===== src/rtl/stack_datapath.sv =====
// stack_datapath: LIFO storage and stack pointer for the 8Queen stack.
// Takes push/pop/clear strobes from the stack controller, returns full (msb)
// and empty (zero) status, and keeps a registered copy of the top entry.
// Optional build macro STACK_PEEK_EN adds a combinational random-access read
// port (peek_idx -> peek_data) so the solver can scan every placed queen.
module stack_datapath #(
  parameter int DATA_WIDTH = 3,
  parameter int ADDR_WIDTH = 3
) (
  input  logic                  clk,
  input  logic                  reset,
  input  logic                  push,
  input  logic                  pop,
  input  logic                  clear,
  input  logic [DATA_WIDTH-1:0] data_in,
`ifdef STACK_PEEK_EN
  input  logic [ADDR_WIDTH-1:0] peek_idx,
  output logic [DATA_WIDTH-1:0] peek_data,
`endif
  output logic [DATA_WIDTH-1:0] top_data,
  output logic [ADDR_WIDTH:0]   sp,
  output logic                  msb,
  output logic                  zero
);

  localparam int DEPTH = 1 << ADDR_WIDTH;
  localparam logic [ADDR_WIDTH:0] SP_ONE = {{ADDR_WIDTH{1'b0}}, 1'b1};
  localparam logic [ADDR_WIDTH:0] SP_TWO = SP_ONE + SP_ONE;

  // Storage is deliberately not reset; entries above sp are don't-care.
  logic [DATA_WIDTH-1:0] mem [DEPTH];

  logic [ADDR_WIDTH:0]   sp_q;
  logic [DATA_WIDTH-1:0] top_q;

  logic                  full;
  logic                  empty;
  logic                  do_push;
  logic                  do_pop;
  logic                  do_replace;
  logic                  wr_en;
  logic [ADDR_WIDTH:0]   sp_dec1;
  logic [ADDR_WIDTH:0]   sp_dec2;
  logic [ADDR_WIDTH-1:0] wr_addr;
  logic [ADDR_WIDTH-1:0] rd_addr;
  logic [DATA_WIDTH-1:0] pop_reload;

  // Status flags decode straight off the pointer register, no added latency.
  assign full  = sp_q[ADDR_WIDTH];
  assign empty = (sp_q == '0);

  assign sp       = sp_q;
  assign msb      = full;
  assign zero     = empty;
  assign top_data = top_q;

  // Decode strobes by priority: clear, then push&pop, then push, then pop.
  // push&pop on an empty stack degrades to a plain push; on a non-empty
  // stack (even a full one) it rewrites the top entry in place.
  always_comb begin
    do_replace = 1'b0;
    do_push    = 1'b0;
    do_pop     = 1'b0;
    if (!clear) begin
      if (push && pop && !empty) begin
        do_replace = 1'b1;
      end else if (push) begin
        do_push = !full;
      end else if (pop) begin
        do_pop = !empty;
      end
    end
  end

  // Address arithmetic: pointer math is ADDR_WIDTH+1 bits; memory indices are
  // the low bits, which are in range whenever the guarded operation fires.
  always_comb begin
    sp_dec1    = sp_q - SP_ONE;
    sp_dec2    = sp_q - SP_TWO;
    wr_en      = do_push || do_replace;
    wr_addr    = do_replace ? sp_dec1[ADDR_WIDTH-1:0] : sp_q[ADDR_WIDTH-1:0];
    rd_addr    = sp_dec2[ADDR_WIDTH-1:0];
    pop_reload = (sp_q >= SP_TWO) ? mem[rd_addr] : '0;
  end

  // Synchronous write port; contents survive reset, clear and pop.
  always_ff @(posedge clk) begin
    if (wr_en) begin
      mem[wr_addr] <= data_in;
    end
  end

  // Pointer and cached top entry; asynchronous reset empties the stack.
  always_ff @(posedge clk or posedge reset) begin
    if (reset) begin
      sp_q  <= '0;
      top_q <= '0;
    end else if (clear) begin
      sp_q  <= '0;
      top_q <= '0;
    end else if (do_replace) begin
      top_q <= data_in;
    end else if (do_push) begin
      sp_q  <= sp_q + SP_ONE;
      top_q <= data_in;
    end else if (do_pop) begin
      sp_q  <= sp_dec1;
      top_q <= pop_reload;
    end
  end

`ifdef STACK_PEEK_EN
  // Random-access peek for conflict scanning; caller ignores idx >= sp.
  assign peek_data = mem[peek_idx];
`endif

endmodule


===== config.mk =====
export PLATFORM = sky130hd
export DESIGN_NAME = stack_datapath
export DESIGN_NICKNAME = d
export VERILOG_FILES = /design/src/rtl/stack_datapath.sv
export SDC_FILE = /design/constraint.sdc
export NUM_CORES = 1
export LEC_CHECK = 0
export ABC_CLOCK_PERIOD_IN_PS = 5000
export CAP_MARGIN = 10
export CORE_MARGIN = 2
export CORE_UTILIZATION = 30
export CTS_CLUSTER_DIAMETER = 100
export DETAILED_ROUTE_END_ITERATION = 10
export GPL_ROUTABILITY_DRIVEN = 0
export PLACE_DENSITY = 0.45
export SETUP_SLACK_MARGIN = 0.2
export SLEW_MARGIN = 20
export SYNTH_ARGS = -nofsm -noshare
export SYNTH_HDL_FRONTEND = slang
export SYNTH_SLANG_ARGS = --single-unit

===== constraint.sdc =====
create_clock -name clk -period 5 [get_ports clk]
set_input_delay 1.25 -clock clk [delete_from_list [all_inputs] [get_ports clk]]
set_output_delay 1.25 -clock clk [all_outputs]
set_load 0.1 [all_outputs]

## Word-level counts from Yosys, hierarchy flattened

Memories as Yosys holds them, arrays and structs flattened.
Index checks and enable logic that the tools add are counted.
W data, S select, Z words.

- Register bits after elaboration: 7
- Bits in latches: 0
- Bits in writable memories: 24
- ROM bits: 0
- Output and inout bits: 9
- Word-level logic and storage cells: 38
- Memories kept: 1

- Add/sub/neg operators: 3
- Multipliers: 0
- Div/mod/pow operators: 0
- $lt $le $gt $ge: 1
- Equality and inequality tests: 1
- Shifts and indexed selects: 0
- Muxes and demuxes: 21
- Bitwise operators: 0
- Reductions and logical operators: 9

Memories:

| name | depth | width | read ports | clocked after Yosys merged registers in | wr ports | RTL line | RTL |
|---|---|---|---|---|---|---|---|
| mem | 8 | 3 | 1 | 0 | 1 | 31 | `logic [DATA_WIDTH-1:0] mem [DEPTH];` |

Operator list:

| cell | count |
|---|---|
| $mux W3 | 6 |
| $mux W4 | 4 |
| $mux W1 | 11 |
| $add A4 B1 Y4 const B | 1 |
| $ge A4 B2 Y1 const B | 1 |
| $logic_not A4 Y1 | 1 |
| $reduce_bool A4 Y1 | 1 |
| $sub A4 B1 Y4 const B | 1 |
| $reduce_bool A3 Y1 | 1 |
| $sub A3 B2 Y3 const B | 1 |
| $logic_and A1 B1 Y1 | 2 |
| $logic_not A1 Y1 | 2 |
| $ne A2 B2 Y1 const B | 1 |
| $reduce_and A2 Y1 | 1 |
| $logic_or A1 B1 Y1 | 1 |

## Depth between registers and ports, before layout

- Word-level depth: 10
- Gate-level depth with buffers: 9
- Gate-level depth less buffers: 7

## Least setup slack after synthesis

No wires, ideal clock.

- Kind: register to output
- From: reg sp_q[1] (netlist: sp[1])
- To: out zero
- Data arrival time: 2269 ps
- Required time: 3750 ps
- Setup slack: 1481 ps
- Cell stages (with the launch flop): 7
- Cells stage by stage: dfrtp_1 clkbuf_1 inv_1 ha_1 or3b_1 buf_6 clkinv_2

- Word-level cells in the longest chain between the ends: 1

RTL lines:

| element | RTL line | RTL |
|---|---|---|
| start: declaration | 33 | `logic [ADDR_WIDTH:0] sp_q;` |
| start signal: assignment | 104 | `sp_q <= sp_q + SP_ONE;` |
| start signal: assignment | 107 | `sp_q <= sp_dec1;` |
| $logic_not A4 Y1 | 50 | `assign empty = (sp_q == '0);` |
| end: declaration | 23 | `output logic zero` |

Every way passes these cells.

## Final worst setup path

- From: reg sp_q[0] (netlist: sp[0])
- To: out sp[0]

RTL lines:

| element | RTL line | RTL |
|---|---|---|
| end: declaration | 21 | `output logic [ADDR_WIDTH:0] sp,` |

No word-level cell between the ends.

==> impl_metrics.tcl <==
set metrics [dict create \
    status "finished, final reports clean" \
    core_area_um2 5200 \
    synthTopCellsByArea "edfxtp_1 44%, dfrtp_1 11%, mux2i_1 9.1%, ha_1 4.6%, nor3_1 3.3%" \
    cts_buffers 5 \
    tightest_slew_ns 0.966 \
    final_antenna_net_count 0 \
    switching_share 0.512 \
    fillers 525 \
    num_vias 1177 \
    r2r_slack_ns 1.70 \
    vdd_drop_max_uv 253 \
    syn_inst 144 \
    p_clk_frac 0.152 \
    path_cells "clkdlybuf4s50_1" \
    yosys.area.top_type "edfxtp_1" \
    std_cell_rows 26 \
    grt_start_max_net_pins 21 \
    worstPathArrival_ns 2.50 \
    switchingPower_uw 635 \
    synth_cell_types 34 \
    cts_resized 0 \
    rsz0062_at_grt "false" \
    fin_skew_ns 0.00506 \
    cp_top_family "buffers and inverters" \
    area_growth_pct 16.9 \
    finalSetupViolations 0 \
    finalNetCount 172 \
    fin_hold_ws_ns 0.572 \
    ys.warnings.count 0 \
    fmax_mhz 267 \
    critPathBufInv 1 \
    syn_nets 158 \
    drc 0 \
    hold_viol 0 \
    p_seq_frac 0.308 \
    hold_class "register to register" \
    worstHoldStart "top_data[2]$_DFFE_PP0P_" \
    wl_per_cell_um 15.3 \
    r2r_start "sp[0]$_DFFE_PP0P_" \
    synth_top_area_frac 0.437 \
    diodes 0 \
    cts_hold_buf 0 \
    hpwl_um 2560 \
    die_area_um2 6110 \
    root_buffer "clkbuf_8" \
    period_needed_ns 3.75 \
    async_flop_share 0.226 \
    p_comb_frac 0.541 \
    routed_wl_um 3520 \
    clock_sinks 31 \
    ys_seq_elements 31 \
    cp_slowest_cell "clkdlybuf4s50_1" \
    crit_type "register to primary output" \
    cp_slowest_stage_delay_ns 1.28 \
    grtUsageTotal 0.128 \
    end_kind "primary output" \
    insertion_delay_ns 0.27 \
    cts_tree "built" \
    timing.rr.end "mem[7][1]$_DFFE_PP_" \
    required_ns 3.75 \
    maxSlewViolCount 0 \
    maxCapViolCount 0 \
    p_leak_nw 0.678 \
    synth.avg_cell_area_um2 11.5 \
    cts.path.max_buffers 2 \
    min_delay_worst_endpoint "top_data[2]$_DFFE_PP0P_" \
    die_height_um 78.1 \
    yosysSeqAreaShare 0.543 \
    startpoint_type "register" \
    synth_edf_count 24 \
    drtIter0Drc 87 \
    power_density_nw_per_um2 644 \
    path_max_fanout 20 \
    chipWidth_um 78.1 \
    antenna_found_initial 0 \
    drive_above_1_share 0.0881 \
    clk_pin_slew_worst_paths_ns 0.06 \
    io_buffers 16 \
    synth-main-ff-cell "edfxtp_1" \
    p_int_uw 606 \
    grt_pass1_vias 1214 \
    initial_core_util 0.317 \
    overflow 0 \
    netlist_area_um2 1650 \
    dr.pass1.iters 4 \
    reg2regPathDepth 7 \
    grt_pass1_wl_um 5990 \
    max-slew-margin-rel 0.354 \
    vias_per_cell 5.14 \
    post-cts-setup-buffers 0 \
    hold_depth 2 \
    post-route-period-util 0.750 \
    setup_tns_ns 0 \
    top_level_ports 17 \
    h-tree-depth 2 \
]
## power groups by stage
stage	clock, mW	sequential, mW	combinational (mW)
after global routing	0.205	0.392	0.724
after detailed placement	0	0.389	0.673
after global placement	0	0.388	0.676
final	0.189	0.382	0.671
after floorplan	0	0.505	0.420
after CTS	0.194	0.383	0.675
## how the worst max path moves through the flow
stage,from,endpoint,slack (ns),cells past startpoint
floorplan,sp[1]$_DFFE_PP0P_,zero,1.48,6
global placement,pop,mem[4][1]$_DFFE_PP_,1.33,5
detailed placement,pop,mem[7][0]$_DFFE_PP_,1.30,5
CTS,sp[0]$_DFFE_PP0P_,sp[0],1.20,1
global route,sp[0]$_DFFE_PP0P_,zero,1.03,5
finish,sp[0]$_DFFE_PP0P_,sp[0],1.25,1
## logic make-up (layout without fill, tap and decap cells)
logic type	Yosys count	count (layout)	share of synthesized area
muxes	16	16	0.0979
adders and majority gates	6	6	0.0455
DFF	31	31	0.543
buffers and inverters	18	33	0.0546
and+or+nand+nor	50	50	0.156
AOI/OAI and AO/OA	23	23	0.103
## final cells by class
type | instances | area, µm² | share of cell area
inverter | 9 | 35.0 | 0.0182
timing repair buffer | 16 | 158 | 0.0818
tap | 70 | 87.6 | 0.0454
clock inverter | 3 | 20.0 | 0.0104
sequential | 31 | 896 | 0.465
clock buffer | 5 | 68.8 | 0.0357
multi-input combinational | 95 | 663 | 0.344
## worst reg2reg max path: cells and delay by family (launching register included)
kind	cells	cell delay, ns
adder cells (fa/ha/maj)	1	0.30
AO/OA/AOI/OAI	1	0.31
buffers and inverters	2	0.35
AND/OR/NAND/NOR	3	1.06
flip-flops	1	0.94
## per-stage QoR
stage                     instance area, µm²  setup slack, ns  power, mW   util  cells
after floorplan                         1650             1.48      0.926      -    144
after global placement                  1840             1.33       1.06  0.353    221
after detailed placement                1840             1.30       1.06  0.353    221
after CTS                               1930             1.20       1.25  0.370    229
after global routing                    1930             1.03       1.32  0.370    229
final                                   1930             1.25       1.24  0.370    229
## flip-flops by register name, summed over array words and instances (netlist names)
| register | cells |
|---|---|
| mem | 24 |
| top_data | 3 |
| sp | 4 |
## cells in the mapped netlist (4+ instances only)
master    count
nand2_1      11
inv_1         8
ha_1          6
dfrtp_1       7
edfxtp_1     24
nor2_1        7
nand4_1       4
a21oi_1       5
clkbuf_1      4
mux2i_1      15
nand3_1       5
nor3_1       11
## layer usage
layer,up-vias,GRT usage,share of wire
met5,-,0,0
met4,0,0.0544,0.024
met3,9,0.0368,0.046
met2,34,0.207,0.47
met1,571,0.161,0.46
li1,563,-,-
## cell usage in the layout (no fill, tap or decap), drive strengths merged, types with 5 or more instances in the layout
cell,netlist,layout
nor3,11,11
inv,8,8
edfxtp,24,24
clkdlybuf4s50,0,15
a21oi,5,5
nor2,7,7
dfrtp,7,7
nand3,5,5
mux2i,15,15
ha,6,6
nand2,11,11
clkbuf,4,5
Power figures use the tool's default switching activity.
